==> config.mk <==
export PLATFORM = sky130hd
export DESIGN_NAME = id_ex_stage
export DESIGN_NICKNAME = d
export VERILOG_FILES = /design/src/rtl/id_ex_stage.sv
export SDC_FILE = /design/constraint.sdc
export NUM_CORES = 1
export LEC_CHECK = 0
export CAP_MARGIN = 20
export CELL_PAD_IN_SITES_DETAIL_PLACEMENT = 2
export CELL_PAD_IN_SITES_GLOBAL_PLACEMENT = 2
export CORE_ASPECT_RATIO = 0.7
export CORE_UTILIZATION = 22
export DETAILED_ROUTE_END_ITERATION = 8
export PLACE_DENSITY = 0.88
export SLEW_MARGIN = 20
export SYNTH_ARGS = -nofsm -noshare
export SYNTH_HDL_FRONTEND = slang
export SYNTH_SLANG_ARGS = --single-unit
==> constraint.sdc <==
create_clock -name clk -period 2.4 [get_ports clk]
set_clock_uncertainty 0.05 [all_clocks]
set_input_delay 0.36 -clock clk [delete_from_list [all_inputs] [get_ports clk]]
set_output_delay 0.36 -clock clk [all_outputs]
set_load 0.02 [all_outputs]
==> src/rtl/id_ex_stage.sv <==
//-----------------------------------------------------------------------------
// id_ex_stage
//
// ID/EX pipeline register for a classic five-stage integer pipeline. Captures
// the decoded instruction into the EX stage, resolving operand hazards by
// forwarding from the EX/MEM and write-back producers. It also flags a
// load-use hazard, which cannot be resolved by forwarding.
//
// Update priority on each rising clk: rst > flush > stall > capture.
//
// Parameters
//   DATA_W  operand / PC / immediate width (default 32)
//   REG_AW  register-index width            (default 5)
//
// Ports
//   clk, rst                      clock (rising edge), synchronous active-high reset
//   id_valid                      decode slot holds a real instruction
//   id_pc, id_imm                 PC and immediate of the decoded instruction
//   id_rs1, id_rs2, id_rd         source / destination register indices
//   id_rd1, id_rd2                register-file read data for rs1 / rs2
//   id_alu_op, id_alu_src         ALU operation and operand-B select
//   id_mem_we, id_mem_re          store / load request
//   id_reg_we                     register write-back enable
//   stall                         hold every ex_* register
//   flush                         insert a bubble (wins over stall)
//   exm_reg_we, exm_rd,
//   exm_result                    EX/MEM producer (highest forwarding priority)
//   wb_reg_we, wb_rd, wb_data     write-back producer (also writes the reg file)
//   ex_*                          registered EX-stage copies of the id_* fields
//   ex_op_a, ex_op_b              forwarded operands
//   load_use_hazard               combinational stall request to fetch/decode
//
// Configuration
//   ID_EX_BUBBLE_CNT_EN           when defined, adds output bubble_cnt[15:0],
//                                 a saturating count of flushed cycles.
//-----------------------------------------------------------------------------
module id_ex_stage #(
   parameter int DATA_W = 32,
   parameter int REG_AW = 5
) (
   input  logic              clk,
   input  logic              rst,

   // Decode stage
   input  logic              id_valid,
   input  logic [DATA_W-1:0] id_pc,
   input  logic [DATA_W-1:0] id_imm,
   input  logic [REG_AW-1:0] id_rs1,
   input  logic [REG_AW-1:0] id_rs2,
   input  logic [REG_AW-1:0] id_rd,
   input  logic [DATA_W-1:0] id_rd1,
   input  logic [DATA_W-1:0] id_rd2,
   input  logic [3:0]        id_alu_op,
   input  logic              id_alu_src,
   input  logic              id_mem_we,
   input  logic              id_mem_re,
   input  logic              id_reg_we,

   // Pipeline control
   input  logic              stall,
   input  logic              flush,

   // Forwarding producers
   input  logic              exm_reg_we,
   input  logic [REG_AW-1:0] exm_rd,
   input  logic [DATA_W-1:0] exm_result,
   input  logic              wb_reg_we,
   input  logic [REG_AW-1:0] wb_rd,
   input  logic [DATA_W-1:0] wb_data,

   // Execute stage
   output logic              ex_valid,
   output logic [DATA_W-1:0] ex_pc,
   output logic [DATA_W-1:0] ex_imm,
   output logic [REG_AW-1:0] ex_rs1,
   output logic [REG_AW-1:0] ex_rs2,
   output logic [REG_AW-1:0] ex_rd,
   output logic [DATA_W-1:0] ex_op_a,
   output logic [DATA_W-1:0] ex_op_b,
   output logic [3:0]        ex_alu_op,
   output logic              ex_alu_src,
   output logic              ex_mem_we,
   output logic              ex_mem_re,
   output logic              ex_reg_we,

   output logic              load_use_hazard
`ifdef ID_EX_BUBBLE_CNT_EN
   ,
   output logic [15:0]       bubble_cnt
`endif
);

   localparam logic [REG_AW-1:0] REG_ZERO = '0;

   //--------------------------------------------------------------------------
   // Operand forwarding
   //--------------------------------------------------------------------------
   // A producer matches when it writes a non-zero register equal to the source
   // index. x0 is hard-wired to zero in the register file, so it is never
   // forwarded even if a producer claims to write it.
   logic exm_hit_a, exm_hit_b;
   logic wb_hit_a,  wb_hit_b;
   logic [DATA_W-1:0] fwd_a, fwd_b;

   assign exm_hit_a = exm_reg_we && (exm_rd != REG_ZERO) && (exm_rd == id_rs1);
   assign exm_hit_b = exm_reg_we && (exm_rd != REG_ZERO) && (exm_rd == id_rs2);
   assign wb_hit_a  = wb_reg_we  && (wb_rd  != REG_ZERO) && (wb_rd  == id_rs1);
   assign wb_hit_b  = wb_reg_we  && (wb_rd  != REG_ZERO) && (wb_rd  == id_rs2);

   // EX/MEM holds the younger result, so it wins over write-back.
   // NOTE: every combinational output gets a default first so no path can
   // leave it unassigned and infer a latch.
   always_comb begin
      fwd_a = id_rd1;
      if (exm_hit_a)
         fwd_a = exm_result;
      else if (wb_hit_a)
         fwd_a = wb_data;

      fwd_b = id_rd2;
      if (exm_hit_b)
         fwd_b = exm_result;
      else if (wb_hit_b)
         fwd_b = wb_data;
   end

   //--------------------------------------------------------------------------
   // Pipeline register
   //--------------------------------------------------------------------------
   // Flush clears everything, not just the control bits, so a bubble is
   // easy to recognise in waveforms. An invalid decode slot still captures
   // its datapath fields, but its side-effect controls are masked to zero.
   // NOTE: sequential state uses non-blocking assignments so every register
   // samples its inputs from before the edge, independent of statement order.
   always_ff @(posedge clk) begin
      if (rst || flush) begin
         ex_valid   <= 1'b0;
         ex_pc      <= '0;
         ex_imm     <= '0;
         ex_rs1     <= '0;
         ex_rs2     <= '0;
         ex_rd      <= '0;
         ex_op_a    <= '0;
         ex_op_b    <= '0;
         ex_alu_op  <= '0;
         ex_alu_src <= 1'b0;
         ex_mem_we  <= 1'b0;
         ex_mem_re  <= 1'b0;
         ex_reg_we  <= 1'b0;
      end else if (!stall) begin
         ex_valid   <= id_valid;
         ex_pc      <= id_pc;
         ex_imm     <= id_imm;
         ex_rs1     <= id_rs1;
         ex_rs2     <= id_rs2;
         ex_rd      <= id_rd;
         ex_op_a    <= fwd_a;
         ex_op_b    <= fwd_b;
         ex_alu_op  <= id_alu_op;
         ex_alu_src <= id_alu_src;
         ex_mem_we  <= id_valid && id_mem_we;
         ex_mem_re  <= id_valid && id_mem_re;
         ex_reg_we  <= id_valid && id_reg_we;
      end
      // stall without flush: every register holds its value
   end

   //--------------------------------------------------------------------------
   // Load-use hazard
   //--------------------------------------------------------------------------
   // A load in EX delivers its data only after MEM, too late to forward into
   // the dependent instruction now in decode. The surrounding control turns
   // this into a fetch/decode stall plus a flush of this stage.
   assign load_use_hazard = ex_valid && ex_mem_re && (ex_rd != REG_ZERO) &&
                            id_valid && ((ex_rd == id_rs1) || (ex_rd == id_rs2));

`ifdef ID_EX_BUBBLE_CNT_EN
   //--------------------------------------------------------------------------
   // Bubble counter: counts flushed cycles, sticks at all-ones.
   //--------------------------------------------------------------------------
   always_ff @(posedge clk) begin
      if (rst)
         bubble_cnt <= '0;
      else if (flush && (bubble_cnt != 16'hFFFF))
         bubble_cnt <= bubble_cnt + 16'd1;
   end
`endif

endmodule
Word level (Yosys, flattened, before mapping)
Index checks and enable logic that the tools add are counted.
- add/subtract/negate cells: 0
- div/mod/pow operators: 0
- reduce and logical (&&, ||, !) cells: 18
- shift operators: 0
- bitwise operators: 0
- equal/unequal tests: 6
- magnitude comparators: 0
- multiply operators: 0
- muxes and demuxes: 4
- operators with widths (cell ; count):
    32-bit 2-to-1 mux ; 4
    5-bit == test ; 6
    5-bit nonzero test ; 3
    1-bit logical AND ; 13
    1-bit logical OR ; 2
- memory bits (read-only): 0
- bits in latches: 0
- logic and storage cells: 41
- memories: 0
- bits of input ports: 232
- RAM bits: 0
- flip-flop bits (word level): 152

Depth between registers and ports, before layout
Gate-level depths: netlist of the first run.
- word-level depth: 5
- gate-level depth with buffers: 7
- mapped depth without buffers: 5

Worst setup path after synthesis of the first run
No wires, ideal clock.
- path kind: in2reg
- start point: in wb_rd[0]
- end point: reg ex_op_b[10]
- stages: 6
- data arrival time: 1.640 ns
- setup slack: 0.589 ns
- cell sequence: or4_4 > o211ai_2 > nor2_2 > buf_6 > a221oi_2 > o21ai_1
- longest elaborated chain between the ends: 5
- RTL lines (element ; line ; text):
    from (decl) ; 68 ; input logic [REG_AW-1:0] wb_rd,
    5-bit nonzero test ; 108 ; assign wb_hit_b = wb_reg_we && (wb_rd != REG_ZERO) && (wb_rd == id_rs2);
    1-bit logical AND ; 108 ;
    1-bit logical AND * ; 108 ;
    32-bit 2-to-1 mux * ; 123 ; else if (wb_hit_b)
    32-bit 2-to-1 mux * ; 121 ; if (exm_hit_b)
    to (signal assigned) ; 158 ; ex_op_b <= fwd_b;
    to (decl) ; 79 ; output logic [DATA_W-1:0] ex_op_b,
Mark *: on every way between the ends. The rest lies on a longest branch, timed or not.
A chain may end at the register's enable or synchronous reset.

Worst setup path after layout of the first run
- start point: reg ex_rd[0]
- end point: out load_use_hazard
- longest elaborated chain between the ends: 4
- RTL lines (element ; line ; text):
    from (decl) ; 77 ; output logic [REG_AW-1:0] ex_rd,
    from (signal assigned) ; 156 ; ex_rd <= id_rd;
    5-bit nonzero test ; 174 ; assign load_use_hazard = ex_valid && ex_mem_re && (ex_rd != REG_ZERO) &&
    1-bit logical AND (2 in series) ; 174 ;
    1-bit logical AND * ; 175 ; id_valid && ((ex_rd == id_rs1) || (ex_rd == id_rs2));
    to (decl) ; 86 ; output logic load_use_hazard
Marks and branches as above.

==> impl_metrics.toml, run 1 <==
[run_status]
run_status = "finished, final reports clean"

[detailed_routing]
routedWlPerCell_um = 22.9
viasPerCell = 4.74
final_antenna_net_count = 0
drt_pass1_iterations = 4
detailedRoute.firstIterationViolations = 219
drc = 0
num_vias = 7446
detail_route.wirelength_um = 36000

[worst_setup_path]
type_of_the_worst_setup_path = "reg2out"
timing.critical_path.from_type = "register"
endpoint_of_the_worst_slack_reg_to_reg_timing_path = "ex_rd[0]"
timing.rr.start = "ex_rd[0]"
critical-path-slowest-cell = "sky130_fd_sc_hd__or4_1"
worst-r2r-cell-count = 3
timing.critical_path.cells = "or4_1 -> o2111ai_1 -> a21oi_2 -> clkdlybuf4s15_2"
regToRegSetupSlack_ns = 1.53
timing.critical_path.fanout_max = 3
cp_arrival_ns = 1.92
crit_path_max_incr_delay_ns = 0.54
critPathRequiredTime_ns = 1.99
critPathCaptureType = "output port"

[finish]
syn2layout_area_growth_pct = 75.5
final_cell_count_no_fill = 1571
nets = 1369
util_after_layout_pct = 39.3
fillCellCount = 3353
ratio_of_cells_with_drive_above_1_in_the_final_layout_pct = 13.3

[placed_design]
hpwl_um = 26600
place_ws_ns = -0.427
place.port_buffers = 384
placed_cells = 1538
globalplace.congestion = 0.803

[floorplanning]
die_y_um = 151
die_w_um = 215
initial_utilization_pct = 22.4
std_cell_rows = 54
design.die.area_mm2 = 0.0325
io_pins = 385
floorplan.core_area_mm2 = 0.0312

[grt]
number_of_global_route_vias_before_repair = 8459
antenna_found_initial = 1
grt-ovfl-total = 0
globalRouteTotalUtil_pct = 22.1
grt_first_pass_wirelength_um = 53600
maximum_number_of_pins_on_one_net_before_global_route_repair = 87

[synth]
synth.ff_latch_count = 152
yosys-top-cells-area = "sky130_fd_sc_hd__dfxtp_1, sky130_fd_sc_hd__mux2i_1, sky130_fd_sc_hd__a221oi_2"
synth_adder_area_share_pct = 0
yosys.area.top_type = "sky130_fd_sc_hd__dfxtp_1"
synth.cell_area_mm2 = 0.00699
syn_area_per_cell_um2 = 9.44
post_synth_num_cell_types = 34
yosysSeqAreaShare_pct = 43.5
synth.most_common_cell = "sky130_fd_sc_hd__dfxtp_1"
synth_simple_gate_area_share_pct = 13.4
synth.top_cells.by_count = "sky130_fd_sc_hd__dfxtp_1, sky130_fd_sc_hd__nor2_1, sky130_fd_sc_hd__mux2i_1"
main_combinational_cell_family_by_area_after_synthesis = "compound AO/OA/AOI/OAI gates"
synthArstFlopShare_pct = 0
synth-xor-area-share_pct = 3.63
ys_warn_count = 0
synth.net_count = 972
yosysTopAreaCellShare_pct = 43.5
synth_top_flop_cell = "sky130_fd_sc_hd__dfxtp_1"
post_synth_edffs = 0
netlist_instances = 740
synthMuxAreaShare_pct = 12.0
synth_compound_gate_area_share_pct = 22.2

[clock_tree]
cts_tree = "built"
clock_insertion_delay_at_the_later_pin_of_the_skew_report_ns = 0.44
cts_max_level = 4
ctsHoldBuffers = 0
cts.clk_slew.worst_paths_ns = 0.07
cts_max_path_buffers = 2
cts-root-buf = "sky130_fd_sc_hd__clkbuf_16"
cts_made_buffers = 17
postCtsSetupRepairBufs = 0
cts_num_sinks = 152

[min_path]
hold_path.startpoint = "stall"
worstHoldPathType = "in2reg"
worstHoldPathCells = 3
min_to = "ex_rs1[1]"

[timing]
min_period_over_period_pct = 97.0
worst-slew-pin-transition_ns = 0.440
slew_headroom_pct = 70.7
count_of_endpoints_failing_hold_in_the_final_timing_report = 0
setup_viol = 0
finalMaxSlewViolations = 0
worst_hold_slack_ns = 0.347
fin_crit_ns = 2.33
max_freq_ghz = 0.429
setup_ws_ns = 0.0717

[power_and_ir_drop]
power.density_mw_per_mm2 = 559
worst_ir_drop_vdd_mv = 0.426
p_leak_nw = 4.51

[job]
maximum_capacitance_violations = 0
## cell type report
type                    instances  area, µm²  share of cell area, %
repair buffers                439       4440                   36.2
multi-input cells             525       3640                   29.7
flip-flops and latches        152       3050                   24.8
well taps                     420        526                   4.29
clock buffers                  18        439                   3.58
clock inverters                14        163                   1.33
inverters                       2       7.51                 0.0612
diodes                          1       2.50                 0.0204
## sequential cells by signal (all words and copies together), names as in the netlist
name / cells
ex_imm: 32
ex_op_a: 32
ex_op_b: 32
ex_pc: 32
ex_rd: 5
ex_rs1: 5
ex_rs2: 5
ex_alu_op: 4
ex_alu_src: 1
ex_mem_re: 1
ex_mem_we: 1
ex_reg_we: 1
ex_valid: 1
## metrics by stage
stage / TNS (ns) / power (W) / area (µm²)
after floorplan: 0 / 0.00323 / 6990
after global placement: -10.95 / 0.00400 / 11600
after detailed placement: -17.76 / 0.00405 / 11600
after CTS: 0 / 0.00696 / 12300
after global routing: -0.00115 / 0.00714 / 12300
final: 0 / 0.00686 / 12300
## logic make-up after synthesis
family,count (synthesis)
AND/OR/NAND/NOR,211
AO/OA/AOI/OAI,201
flip-flops,152
multiplexers,84
buffers and inverters,63
XOR/XNOR,29
## metal layers
layer | wire (µm) | GRT usage, %
met1 | 15100 | 25.6
met2 | 18000 | 39.4
met3 | 2450 | 6.69
met4 | 450 | 6.35
met5 | 0 | 0
## layout by cell type, fill, tap and decap left out, types with 2 or more instances in the layout
cell type and n:
sky130_fd_sc_hd__nor2_4 4, sky130_fd_sc_hd__inv_6 3, sky130_fd_sc_hd__clkbuf_16 17, sky130_fd_sc_hd__a21oi_2 2
sky130_fd_sc_hd__a221oi_2 45, sky130_fd_sc_hd__mux2i_1 84, sky130_fd_sc_hd__dfxtp_2 3, sky130_fd_sc_hd__clkinv_2 2
sky130_fd_sc_hd__clkdlybuf4s50_1 382, sky130_fd_sc_hd__inv_8 3, sky130_fd_sc_hd__o21ai_0 66, sky130_fd_sc_hd__nor2_1 90
sky130_fd_sc_hd__or3_2 3, sky130_fd_sc_hd__a221oi_1 19, sky130_fd_sc_hd__nand3_1 4, sky130_fd_sc_hd__xnor2_1 21
sky130_fd_sc_hd__nand4_1 2, sky130_fd_sc_hd__clkinvlp_4 2, sky130_fd_sc_hd__dfxtp_1 149, sky130_fd_sc_hd__bufinv_16 2
sky130_fd_sc_hd__or4_1 2, sky130_fd_sc_hd__clkinv_4 2, sky130_fd_sc_hd__buf_12 15, sky130_fd_sc_hd__o21ai_1 63
sky130_fd_sc_hd__xor2_1 8, sky130_fd_sc_hd__nand2_1 65, sky130_fd_sc_hd__and2_1 33, sky130_fd_sc_hd__or4_4 2
sky130_fd_sc_hd__buf_4 41, sky130_fd_sc_hd__a22oi_1 3, sky130_fd_sc_hd__inv_1 2, sky130_fd_sc_hd__nor3_2 2
## report_power, final
group	switching, W	leakage (nW)	internal (W)	total (W)
Combinational	0.000585	2.98	0.000741	0.00133
Clock	0.00128	0.293	0.00159	0.00287
Sequential	0.0000547	1.24	0.00261	0.00266
Total	0.00192	4.51	0.00494	0.00686
## worst max-delay path by stage
| stage | from | endpoint | slack, ns | cells past startpoint |
|---|---|---|---|---|
| 3_5_place_dp | id_rs1[2] | load_use_hazard | -0.43 | 6 |
| 5_1_grt | ex_rd[0] | load_use_hazard | -0.001 | 4 |
| 2_1_floorplan | wb_rd[0] | ex_op_b[10] | 0.59 | 6 |
| 6_report | ex_rd[0] | load_use_hazard | 0.07 | 4 |
| 3_3_place_gp | id_rs1[2] | load_use_hazard | -0.42 | 6 |
| 4_1_cts | ex_rd[2] | load_use_hazard | 0.02 | 5 |
## critical path: cells and delay by family, from the launching register on
family | cells | cell delay, ns
AO/OA/AOI/OAI | 2 | 0.32
buffers and inverters | 1 | 0.26
flip-flops | 1 | 0.36
AND/OR/NAND/NOR | 1 | 0.54
## timing repair
action | in CTS | in global routing
pin swaps | 0 | 1
setup endpoints to repair | 1 | 1
gates resized for setup | 6 | 2
No activity file was read; power rests on OpenSTA's default activity.
==> run 2: changes to the inputs <==
--- a/config.mk
+++ b/config.mk
@@ -12,7 +12,6 @@
 export CORE_UTILIZATION = 22
 export DETAILED_ROUTE_END_ITERATION = 8
 export PLACE_DENSITY = 0.88
-export SLEW_MARGIN = 20
 export SYNTH_ARGS = -nofsm -noshare
 export SYNTH_HDL_FRONTEND = slang
 export SYNTH_SLANG_ARGS = --single-unit
==> results of run 2 <==
The final DEF is identical to that of run 1; final timing and power are the same.
==> run 3: changes to the inputs <==
--- a/config.mk
+++ b/config.mk
@@ -9,9 +9,9 @@
 export CELL_PAD_IN_SITES_DETAIL_PLACEMENT = 2
 export CELL_PAD_IN_SITES_GLOBAL_PLACEMENT = 2
 export CORE_ASPECT_RATIO = 0.7
-export CORE_UTILIZATION = 22
+export CORE_UTILIZATION = 23
 export DETAILED_ROUTE_END_ITERATION = 8
-export PLACE_DENSITY = 0.88
+export PLACE_DENSITY = 0.91
 export SYNTH_ARGS = -nofsm -noshare
 export SYNTH_HDL_FRONTEND = slang
 export SYNTH_SLANG_ARGS = --single-unit
==> constraint.sdc (replaced) <==
create_clock -name clk -period 3 [get_ports clk]
set_clock_uncertainty 0.05 [all_clocks]
set_input_delay 0.45 -clock clk [delete_from_list [all_inputs] [get_ports clk]]
set_output_delay 0.45 -clock clk [all_outputs]
set_load 0.02 [all_outputs]
==> run 3 against run 2 <==
Sequential power shrank 20%. Worst setup slack better by 0.12 ns. Sequential cell count unchanged. Sequential share of layout area rose by 0.67 points. Core utilization grew 1.3 points. Wire length fell by 2.7%. Critical endpoint unchanged. Largest cell class unchanged.
==> impl_metrics.toml, run 3 (same netlist as run 1, synthesis figures left out) <==
[grt]
grt-ovfl-total = 0
globalRouteTotalUtil_pct = 22.4
grt_first_pass_wirelength_um = 51800
maximum_number_of_pins_on_one_net_before_global_route_repair = 65
antenna_found_initial = 4
number_of_global_route_vias_before_repair = 8415

[placed_design]
place.port_buffers = 384
hpwl_um = 25500
globalplace.congestion = 0.813

[power_and_ir_drop]
share_seq_of_total_power_pct = 39.2
netSwitchingPower_w = 0.00153
p_comb_share_pct = 18.7
power.density_mw_per_mm2 = 456
p_int_w = 0.00391
worst_ir_drop_vdd_mv = 0.370
p_leak_nw = 4.33
clockPowerShare_pct = 42.1
sw_frac_of_total_pct = 28.1

[finish]
ratio_of_cells_with_drive_above_1_in_the_final_layout_pct = 10.4
most_common_cell_after_layout_fill_and_taps_aside = "sky130_fd_sc_hd__clkdlybuf4s50_1"
nets = 1339
layout.cells.most_common_list = "sky130_fd_sc_hd__clkdlybuf4s50_1, sky130_fd_sc_hd__dfxtp_1, sky130_fd_sc_hd__nor2_1"
syn2layout_area_growth_pct = 70.6
util_after_layout_pct = 40.6

[worst_setup_path]
critPathRequiredTime_ns = 2.50
critPathCaptureType = "output port"
regToRegSetupSlack_ns = 2.13
type_of_the_worst_setup_path = "in2out"
cp_arrival_ns = 2.31
timing.critical_path.fanout_max = 4
timing.critical_path.from_type = "input port"

[run_status]
run_status = "finished, final reports clean"

[floorplanning]
die_w_um = 210
floorplan.core_area_mm2 = 0.0294
initial_utilization_pct = 23.8
design.die.area_mm2 = 0.0311
io_pins = 385
std_cell_rows = 52
die_y_um = 148

[timing]
setup_viol = 0
slew_headroom_pct = 61.0
fin_crit_ns = 2.81
worst-slew-pin-transition_ns = 0.585
max_freq_ghz = 0.356
worst_hold_slack_ns = 0.380
min_period_over_period_pct = 93.5
final.setup.tns_ns = 0
finalMaxSlewViolations = 0
grt_setup_unrepaired = "false"
count_of_endpoints_failing_hold_in_the_final_timing_report = 0

[detailed_routing]
detail_route.wirelength_um = 35000
drt_pass1_iterations = 4
detailedRoute.firstIterationViolations = 261
viasPerCell = 4.82
num_vias = 7364
final_antenna_net_count = 0
routedWlPerCell_um = 22.9
drc = 0

[job]
maximum_capacitance_violations = 0

[clock_tree]
cts_max_level = 4
cts_num_sinks = 152
cts_max_path_buffers = 2
cts_made_buffers = 17
cts-resized-gates = 0
postCtsSetupRepairBufs = 0
cts-root-buf = "sky130_fd_sc_hd__clkbuf_16"
clock_insertion_delay_at_the_later_pin_of_the_skew_report_ns = 0.44
cts_tree = "built"
ctsHoldBuffers = 0
cts.clk_slew.worst_paths_ns = 0.07

[min_path]
worstHoldPathType = "in2reg"
[run 3: layout make-up]
type | count | area, µm²
Antenna cell | 3 | 7.51
Clock buffer | 17 | 425
Clock inverter | 15 | 179
Fill cell | 3199 | 17500
Inverter | 2 | 7.51
Multi-Input combinational cell | 525 | 3630
Sequential cell | 152 | 3040
Tap cell | 405 | 507
Timing Repair Buffer | 409 | 4130
[run 3: final timing paths]
path / startpoint / endpoint / depth (start not counted)
max reg2reg: ex_rd[0] / ex_rd[0] / 3
min reg2reg: ex_op_b[9] / ex_op_b[9] / 2
min: stall / ex_imm[31] / 3
max: id_rs2[4] / load_use_hazard / 6
[run 3: worst max-delay path: stages]
cell and delay (ns):
sky130_fd_sc_hd__clkdlybuf4s50_1 0.56, sky130_fd_sc_hd__xor2_1 0.22, sky130_fd_sc_hd__nor3_1 0.19, sky130_fd_sc_hd__nand3_1 0.09, sky130_fd_sc_hd__a21oi_1 0.14, sky130_fd_sc_hd__clkdlybuf4s50_1 0.65
[run 3: routing by layer]
metal	wire (µm)	GRT usage, %	vias to the layer above
li1	-	-	3369
met1	13600	23.8	3681
met2	17800	40.9	274
met3	2890	8.18	38
met4	624	7.70	2
met5	13	0	-
[run 3: metrics by stage]
stage,instance area [µm²],power (W),setup WS [ns],instances
3_5_place_dp,11300,0.00319,0.117,1493
6_report,11900,0.00544,0.195,1528
2_1_floorplan,6990,0.00258,1.10,740
5_1_grt,11900,0.00565,0.0356,1528
3_3_place_gp,11300,0.00316,0.115,1493
4_1_cts,11900,0.00552,0.128,1525
[run 3: power by group through the flow]
stage,logic [W],clock network (W),registers [W]
2_1_floorplan,0.000332,0,0.00225
3_3_place_gp,0.000988,0,0.00217
3_5_place_dp,0.00102,0,0.00218
4_1_cts,0.00103,0.00236,0.00213
5_1_grt,0.00108,0.00243,0.00214
6_report,0.00102,0.00229,0.00213
